--- config.mk ---
export PLATFORM = sky130hd
export DESIGN_NAME = alu_pipe
export DESIGN_NICKNAME = d
export VERILOG_FILES = /design/src/rtl/alu_pipe.sv
export SDC_FILE = /design/constraint.sdc
export NUM_CORES = 1
export LEC_CHECK = 0
export ABC_CLOCK_PERIOD_IN_PS = 2580
export CORE_MARGIN = 2
export CORE_UTILIZATION = 45
export DETAILED_ROUTE_END_ITERATION = 8
export GPL_TIMING_DRIVEN = 0
export PLACE_DENSITY_LB_ADDON = 0.3
export SKIP_LAST_GASP = 1
export SYNTH_ARGS = -nofsm -noshare
export SYNTH_HDL_FRONTEND = slang
export SYNTH_SLANG_ARGS = --single-unit
--- constraint.sdc ---
create_clock -name clk -period 2.58 [get_ports clk]
set_input_delay 0.387 -clock clk [delete_from_list [all_inputs] [get_ports clk]]
set_output_delay 0.387 -clock clk [all_outputs]
set_load 0.005 [all_outputs]
--- src/rtl/alu_pipe.sv ---
// alu_pipe: registered WIDTH-bit ALU with valid/ready handshakes, carry, zero and signed-overflow flags.
// Shifts iterate one bit per cycle; define ALU_PIPE_BARREL_EN for a single-cycle barrel shifter instead.
module alu_pipe #(
  parameter int WIDTH = 8,
  parameter int SHW   = $clog2(WIDTH)
) (
  input  logic             clk,
  input  logic             rst,
  input  logic             in_valid,
  output logic             in_ready,
  input  logic [WIDTH-1:0] a,
  input  logic [WIDTH-1:0] b,
  input  logic [2:0]       op,
  output logic             out_valid,
  input  logic             out_ready,
  output logic [WIDTH-1:0] result,
  output logic             cout,
  output logic             zero,
  output logic             ovf
);

  // state | meaning
  // IDLE  | accepting input; single-cycle ops resolve on the accept edge
  // SHIFT | iterative shift in progress, input blocked

  localparam logic [2:0] OP_ADD = 3'b000;
  localparam logic [2:0] OP_SUB = 3'b001;
  localparam logic [2:0] OP_AND = 3'b010;
  localparam logic [2:0] OP_OR  = 3'b011;
  localparam logic [2:0] OP_XOR = 3'b100;
  localparam logic [2:0] OP_SHR = 3'b101;
  localparam logic [2:0] OP_SHL = 3'b110;
  localparam logic [2:0] OP_NOT = 3'b111;

  logic [SHW-1:0]   amt;
  logic             accept;
  logic             is_sub;
  logic [WIDTH-1:0] b_eff;
  logic [WIDTH:0]   sum;
  logic [WIDTH-1:0] c_res;
  logic             c_cout;
  logic             c_ovf;

  assign amt    = b[SHW-1:0];
  assign accept = in_valid && in_ready;
  assign is_sub = (op == OP_SUB);
  assign b_eff  = is_sub ? ~b : b;
  assign sum    = {1'b0, a} + {1'b0, b_eff} + {{WIDTH{1'b0}}, is_sub};

`ifdef ALU_PIPE_BARREL_EN
  // Extra bit below/above the operand catches the last bit shifted out (0 when amt=0).
  logic [WIDTH:0] shr_ext;
  logic [WIDTH:0] shl_ext;
  assign shr_ext = {a, 1'b0} >> amt;
  assign shl_ext = {1'b0, a} << amt;
`endif

  always_comb begin
    c_res  = '0;
    c_cout = 1'b0;
    c_ovf  = 1'b0;
    case (op)
      OP_ADD, OP_SUB: begin
        c_res  = sum[WIDTH-1:0];
        c_cout = sum[WIDTH];
        c_ovf  = (a[WIDTH-1] == b_eff[WIDTH-1]) && (sum[WIDTH-1] != a[WIDTH-1]);
      end
      OP_AND: c_res = a & b;
      OP_OR:  c_res = a | b;
      OP_XOR: c_res = a ^ b;
`ifdef ALU_PIPE_BARREL_EN
      OP_SHR: begin
        c_res  = shr_ext[WIDTH:1];
        c_cout = shr_ext[0];
      end
      OP_SHL: begin
        c_res  = shl_ext[WIDTH-1:0];
        c_cout = shl_ext[WIDTH];
      end
`else
      // Only amt=0 shifts resolve here; longer shifts go through SHIFT.
      OP_SHR, OP_SHL: c_res = a;
`endif
      OP_NOT: c_res = ~a;
      default: c_res = '0;
    endcase
  end

`ifdef ALU_PIPE_BARREL_EN
  assign in_ready = !rst && (!out_valid || out_ready);

  always_ff @(posedge clk) begin
    if (rst) begin
      out_valid <= 1'b0;
      result    <= '0;
      cout      <= 1'b0;
      zero      <= 1'b0;
      ovf       <= 1'b0;
    end else begin
      if (out_valid && out_ready) out_valid <= 1'b0;
      if (accept) begin
        result    <= c_res;
        cout      <= c_cout;
        zero      <= (c_res == '0);
        ovf       <= c_ovf;
        out_valid <= 1'b1;
      end
    end
  end
`else
  localparam logic [0:0] IDLE  = 1'b0;
  localparam logic [0:0] SHIFT = 1'b1;

  logic [0:0]       state;
  logic [WIDTH-1:0] work;
  logic             dir_right;
  logic [SHW-1:0]   cnt;
  logic [WIDTH-1:0] work_next;
  logic             shift_bit;
  logic             go_iter;

  assign in_ready  = !rst && (state == IDLE) && (!out_valid || out_ready);
  assign go_iter   = ((op == OP_SHR) || (op == OP_SHL)) && (amt != '0);
  assign work_next = dir_right ? (work >> 1) : (work << 1);
  assign shift_bit = dir_right ? work[0] : work[WIDTH-1];

  always_ff @(posedge clk) begin
    if (rst) begin
      state     <= IDLE;
      out_valid <= 1'b0;
      result    <= '0;
      cout      <= 1'b0;
      zero      <= 1'b0;
      ovf       <= 1'b0;
      work      <= '0;
      dir_right <= 1'b0;
      cnt       <= '0;
    end else begin
      if (out_valid && out_ready) out_valid <= 1'b0;
      case (state)
        IDLE: begin
          if (accept) begin
            if (go_iter) begin
              work      <= a;
              dir_right <= (op == OP_SHR);
              cnt       <= amt;
              state     <= SHIFT;
            end else begin
              result    <= c_res;
              cout      <= c_cout;
              zero      <= (c_res == '0);
              ovf       <= c_ovf;
              out_valid <= 1'b1;
            end
          end
        end
        SHIFT: begin
          work <= work_next;
          cnt  <= cnt - SHW'(1);
          // Last shift step also publishes, giving amt+1 cycles of latency.
          if (cnt == SHW'(1)) begin
            result    <= work_next;
            cout      <= shift_bit;
            zero      <= (work_next == '0);
            ovf       <= 1'b0;
            out_valid <= 1'b1;
            state     <= IDLE;
          end
        end
        default: state <= IDLE;
      endcase
    end
  end
`endif

endmodule

==> reports/results.md, run 1 <==
- status: finished clean
- DIE AREA: 6160 um^2
- Reg area: 500 um^2
- area added between synthesis and finish: 27.3%
- H-tree levels: 1
- final period utilization: 0.971
- maximum frequency from static timing analysis: 399 MHz
- number of hold buffers added after CTS: 0
- floorplan die height: 78.5 um
- wire per inst: 16.7 um
- Layout Utilization: 0.584
- nets: 417
- Total Neg Setup Slack: 0 ns
- Root Buffer: sky130_fd_sc_hd__clkbuf_8
- Max Root-Sink Buffers: 2
- post-synthesis cell type count: 57
- flop and latch count out of synthesis: 25
- mean number of vias per cell: 5.87
- number of antenna violations at the first check in global routing: 0
- maximum ir drop on the vdd rail: 0.263 mV
- drt initial violations: 181
- Min Clock Period, post-route: 2.50 ns
- Row Count: 27
- Final Skew: 0.00729 ns
- maximum fanout count along the critical path: 8
- setup ws final: 0.0758 ns
- synthesized net count: 370
- overflow left after global routing: 0
- worst hold slack across all endpoints: 0.454 ns
- most used flip-flop cell after synthesis: sky130_fd_sc_hd__dfxtp_1
- normalized max-slew margin: 0.547
- share of synthesized registers carrying an async set or reset: 0
- die width: 78.5 um
- FILL cells: 515
- vias post-DR: 2571
- worst-skew pair later-pin latency: 0.28 ns
- gp weighted congestion: 0.911
- final routed DRC violation total: 0
- quantity of I/O buffers inserted on ports: 33
- Routed WL: 7300 um
- post-synthesis average cell area: 7.80 um^2
- core footprint: 5440 um^2
- instance count of the mapped netlist: 320
- actual slew at the worst max-slew pin: 0.677 ns
- Antenna Diode Count: 0
- commonest non-fill, non-tap cells in the layout: sky130_fd_sc_hd__nand2_1 (36), sky130_fd_sc_hd__clkdlybuf4s50_1 (29), sky130_fd_sc_hd__inv_1 (27)
- area occupied by multi-input gates: 1940 um^2
- max-slew violation total from the final report: 0
- HP Class: flop to flop
- data arrival time of the critical path: 2.69 ns
- number of global-route vias before repair: 2433
- required time of the critical path: 2.77 ns
- commonest non-fill, non-tap cell in the layout: sky130_fd_sc_hd__nand2_1
- largest net degree at the start of global routing: 16
- count of maximum capacitance violations: 0
- static leakage power: 0.00129 uW
- CP startpoint kind: primary input
- CTS tree: yes
- count of flip-flops with a built-in enable after synthesis: 0
- global-route wire length before repair: 12100 um
- critical path type: primary input to flop
- count of boundary I/O pins: 36
- setup repair after global routing missed its margin: yes
- 1st-pass router iterations: 5
- Overall Global Routing Usage: 0.244
- Final Hold Fails: 0
- Yosys Warn Count: 0
- count of antenna-violating nets left after detailed routing: 0
- clock buffers created by TritonCTS: 3
- Final setup viols: 0
- Initial Utilization: 0.459
- dpl cells: 425
- Layout Cells excl Fill: 438
- mapped cell area: 2500 um^2
- endpoint type of the worst setup path: flop
- areal power density over the cells: 379 nW/um^2
- share of layout cells above drive strength 1: 0.150
- post-placement setup slack: -0.810 ns
- sequential cell area fraction in the yosys report: 0.201
- clock-pin slew on the worst setup and hold paths: 0.10 ns
- total clock sinks: 25
- final HPWL from detailed placement: 5390 um
flip-flops by register name, indices dropped and copies added, names as in the netlist:
signal     cells
out_valid      1
zero           1
state          1
ovf            1
work           8
cout           1
dir_right      1
cnt            3
result         8
area by class of cell:
cell class	count	share of cell area
tap	72	0.0284
inverter	27	0.0319
buffer	17	0.0272
multi-input combinational	250	0.612
clock buffer	3	0.0130
sequential	25	0.158
clock inverter	1	0.00236
timing repair buffer	43	0.128
metrics by stage:
| step | area [um^2] | power (uW) |
|---|---|---|
| after floorplan | 2520 | 732 |
| after detailed placement | 2940 | 888 |
| final | 3180 | 1200 |
| after global routing | 3180 | 1270 |
| after global placement | 2940 | 878 |
| after CTS | 3070 | 1160 |
cells by family (layout without fill, tap and decap cells):
family | Yosys count | after routing | synth area share
flip-flops | 25 | 25 | 0.201
adder cells (fa/ha/maj) | 27 | 27 | 0.138
multiplexers | 22 | 22 | 0.0937
XOR/XNOR | 16 | 16 | 0.0561
AND/OR/NAND/NOR | 89 | 89 | 0.170
buffers and inverters | 45 | 91 | 0.0762
AO/OA/AOI/OAI | 96 | 96 | 0.265
synth_stat cells, drive strengths merged, types with 6 or more instances:
| cell | n | area share |
|---|---|---|
| mux2i | 14 | 0.056 |
| inv | 27 | 0.041 |
| nor2 | 15 | 0.023 |
| nand2b | 8 | 0.020 |
| a21oi | 26 | 0.052 |
| o21ai | 13 | 0.026 |
| dfxtp | 25 | 0.20 |
| a211oi | 11 | 0.033 |
| buf | 9 | 0.022 |
| ha | 26 | 0.13 |
| nor2b | 6 | 0.015 |
| clkbuf | 9 | 0.014 |
| mux2 | 8 | 0.038 |
| xnor2 | 13 | 0.046 |
| nand2 | 37 | 0.056 |
worst paths after layout:
check                         startpoint                endpoint  slack [ns]  cells after the start
setup / recovery                   op[1]       zero$_SDFFE_PP0P_        0.08                     11
hold / removal    result[2]$_SDFFE_PP0P_  result[2]$_SDFFE_PP0P_        0.45                      2
setup reg to reg        state$_SDFF_PP0_  result[6]$_SDFFE_PP0P_        0.41                      6
hold reg to reg   result[2]$_SDFFE_PP0P_  result[2]$_SDFFE_PP0P_        0.45                      2
what timing repair did:
action | 4_1_cts | 5_1_grt
endpoints found under the setup margin | 9 | 7
resized for setup | 23 | 19
setup buffers | 5 | 5
pin swaps | 5 | 15
power breakdown:
group / total, uW / switching (uW) / internal [uW]
clock: 251 / 141 / 110
combinational: 528 / 276 / 252
sequential: 426 / 17.1 / 409
critical path, cell delays in order:
cell and delay, ns:
sky130_fd_sc_hd__buf_8 0.09, sky130_fd_sc_hd__or3b_4 0.49, sky130_fd_sc_hd__xnor2_4 0.19, sky130_fd_sc_hd__fa_2 0.40, sky130_fd_sc_hd__a211oi_4 0.25, sky130_fd_sc_hd__o21bai_2 0.13
sky130_fd_sc_hd__mux2i_2 0.25, sky130_fd_sc_hd__buf_4 0.15, sky130_fd_sc_hd__nand2_2 0.03, sky130_fd_sc_hd__o2111a_1 0.14, sky130_fd_sc_hd__a31o_1 0.17
metal layers:
layer	routed length, um	track usage
met4	74	0.0474
met3	392	0.0322
met2	3470	0.411
met5	0	0
met1	3370	0.336
Note: power is estimated with default switching activity, not from simulation.
==> inputs of run 2 (changes only) <==
MAX_ROUTING_LAYER = met4   (was unset)
==> run 2 against run 1 <==
Compared with the run above:
- first-iteration DRC count shrank 3.9%
- total power shrank 0.28%
- sequential power is essentially flat
- combinational power is essentially flat
- largest power group unchanged
- highest routed layer unchanged
==> reports/results.md, run 2 (synthesized netlist as in run 1, its figures left out) <==
- endpoint type of the worst setup path: flop, unchanged
- CP startpoint kind: primary input, unchanged
- normalized max-slew margin: 0.516, was 0.547
- Power Internal: 769 uW, was 771 uW
- Layout Cells excl Fill: 437, was 438
- 1st-pass router iterations: 4, was 5
- static leakage power: 0.00130 uW, was 0.00129 uW
- total non-filler cell area in the finished layout: 3190 um^2, was 3180 um^2
- count of boundary I/O pins: 36, unchanged
- drt initial violations: 174, was 181
- total clock sinks: 25, unchanged
- DIE AREA: 6160 um^2, unchanged
- nets: 416, was 417
- Antenna Diode Count: 0, unchanged
- dpl cells: 425, unchanged
- placed inst area: 2940 um^2, unchanged
- commonest non-fill, non-tap cells in the layout: sky130_fd_sc_hd__nand2_1 (37), sky130_fd_sc_hd__clkdlybuf4s50_1 (29), sky130_fd_sc_hd__inv_1 (27), was sky130_fd_sc_hd__nand2_1 (36), sky130_fd_sc_hd__clkdlybuf4s50_1 (29), sky130_fd_sc_hd__inv_1 (27)
- number of hold buffers added after CTS: 0, unchanged
- Final setup viols: 0, unchanged
- clock-pin slew on the worst setup and hold paths: 0.09 ns, was 0.10 ns
- Max Root-Sink Buffers: 2, unchanged
- vias post-DR: 2545, was 2571
- Layout Utilization: 0.586, was 0.584
- Root Buffer: sky130_fd_sc_hd__clkbuf_8, unchanged
- number of antenna violations at the first check in global routing: 0, unchanged
- core footprint: 5440 um^2, unchanged
- final routed DRC violation total: 0, unchanged
- share of layout cells above drive strength 1: 0.153, was 0.150
- maximum ir drop on the vdd rail: 0.230 mV, was 0.263 mV
- final HPWL from detailed placement: 5320 um, was 5390 um
- max-slew violation total from the final report: 0, unchanged
- count of antenna-violating nets left after detailed routing: 0, unchanged
- CTS tree: yes, unchanged
- maximum fanout count along the critical path: 6, was 8
- Row Count: 27, unchanged
- Routed WL: 7220 um, was 7300 um
- floorplan die height: 78.5 um, unchanged
- quantity of I/O buffers inserted on ports: 33, unchanged
- data arrival time of the critical path: 2.73 ns, was 2.69 ns
- register share of total power: 0.355, was 0.354
- H-tree levels: 1, unchanged
- status: finished clean, unchanged
- areal power density over the cells: 377 nW/um^2, was 379 nW/um^2
- fraction of power consumed by the clock network: 0.207, was 0.208
- overflow left after global routing: 0, unchanged
- die width: 78.5 um, unchanged
- final period utilization: 0.985, was 0.971
- largest net degree at the start of global routing: 15, was 16
- area added between synthesis and finish: 27.8%, was 27.3%
- number of global-route vias before repair: 2403, was 2433
- registers with the most flip-flops: result x8, work x8, cnt x3, unchanged
- total net switching power: 433 uW, was 434 uW
- maximum frequency from static timing analysis: 393 MHz, was 399 MHz
- worst-skew pair later-pin latency: 0.28 ns, about the same
- HP Class: flop to flop, unchanged
- required time of the critical path: 2.76 ns, was 2.77 ns
- critical path type: primary input to flop, unchanged
- Final Hold Fails: 0, unchanged
- actual slew at the worst max-slew pin: 0.724 ns, was 0.677 ns
- Overall Global Routing Usage: 0.248, was 0.244
- global-route wire length before repair: 11900 um, was 12100 um
- count of maximum capacitance violations: 0, unchanged
- wire per inst: 16.5 um, was 16.7 um
- clock buffers created by TritonCTS: 3, unchanged
- mean number of vias per cell: 5.82, was 5.87
- switching portion of total power: 0.360, about the same
- gp weighted congestion: 0.940, was 0.911
- commonest non-fill, non-tap cell in the layout: sky130_fd_sc_hd__nand2_1, unchanged
- Combinational Power Share: 0.438, about the same
- setup repair after global routing missed its margin: yes, unchanged
- Min Clock Period, post-route: 2.54 ns, was 2.50 ns
- Final Skew: 0.00303 ns, was 0.00729 ns
- Initial Utilization: 0.459, unchanged
## run 2: final timing paths
path | startpoint | to | slack (ns) | depth (start not counted)
setup / recovery | op[2] | zero$_SDFFE_PP0P_ | 0.04 | 11
hold / removal | result[2]$_SDFFE_PP0P_ | result[2]$_SDFFE_PP0P_ | 0.46 | 2
setup reg to reg | state$_SDFF_PP0_ | result[0]$_SDFFE_PP0P_ | 0.40 | 6
hold reg to reg | result[2]$_SDFFE_PP0P_ | result[2]$_SDFFE_PP0P_ | 0.46 | 2
## run 2: power by group through the flow
stage	registers, uW	clock network [uW]	logic, uW
6_report	426	249	526
5_1_grt	429	268	580
4_1_cts	426	250	494
3_5_place_dp	435	0	451
3_3_place_gp	434	0	444
2_1_floorplan	432	0	300
## run 2: layer usage
layer	track usage	share of wire
met1	0.337	0.47
met2	0.396	0.47
met3	0.0391	0.044
met4	0.0456	0.0093
met5	-	0
## run 2: critical path, cell delays in order
cell	delay [ns]
sky130_fd_sc_hd__buf_8	0.10
sky130_fd_sc_hd__or3b_1	0.39
sky130_fd_sc_hd__buf_6	0.16
sky130_fd_sc_hd__xnor2_4	0.21
sky130_fd_sc_hd__ha_4	0.24
sky130_fd_sc_hd__a31oi_4	0.19
sky130_fd_sc_hd__o211ai_2	0.16
sky130_fd_sc_hd__nand2_1	0.12
sky130_fd_sc_hd__mux2_4	0.31
sky130_fd_sc_hd__o2111a_1	0.23
sky130_fd_sc_hd__a31o_1	0.21
## run 2: timing repair
action	4_1_cts	5_1_grt
endpoints found under the hold margin	0	0
endpoints found under the setup margin	10	9
gates resized for setup	24	15
setup buffers	5	3
pin swaps	10	1
## run 2: cell type report
type	count	area (um^2)
Timing Repair Buffer	41	392
Clock buffer	3	41.3
Multi-Input combinational cell	250	1970
Buffer	18	92.6
Clock inverter	1	5.00
Sequential cell	25	500
Fill cell	513	2250
Tap cell	72	90.1
Inverter	27	101
## run 2: per-stage QoR
step           TNS, ns  total power [uW]  setup WS (ns)  hold slack, ns
3_3_place_gp     -5.77               878         -0.768           0.441
5_1_grt        -0.0858              1280        -0.0354           0.491
6_report             0              1200         0.0384           0.457
3_5_place_dp     -6.32               886         -0.807           0.447
2_1_floorplan  -0.0538               732        -0.0538           0.448
4_1_cts              0              1170         0.0490           0.460
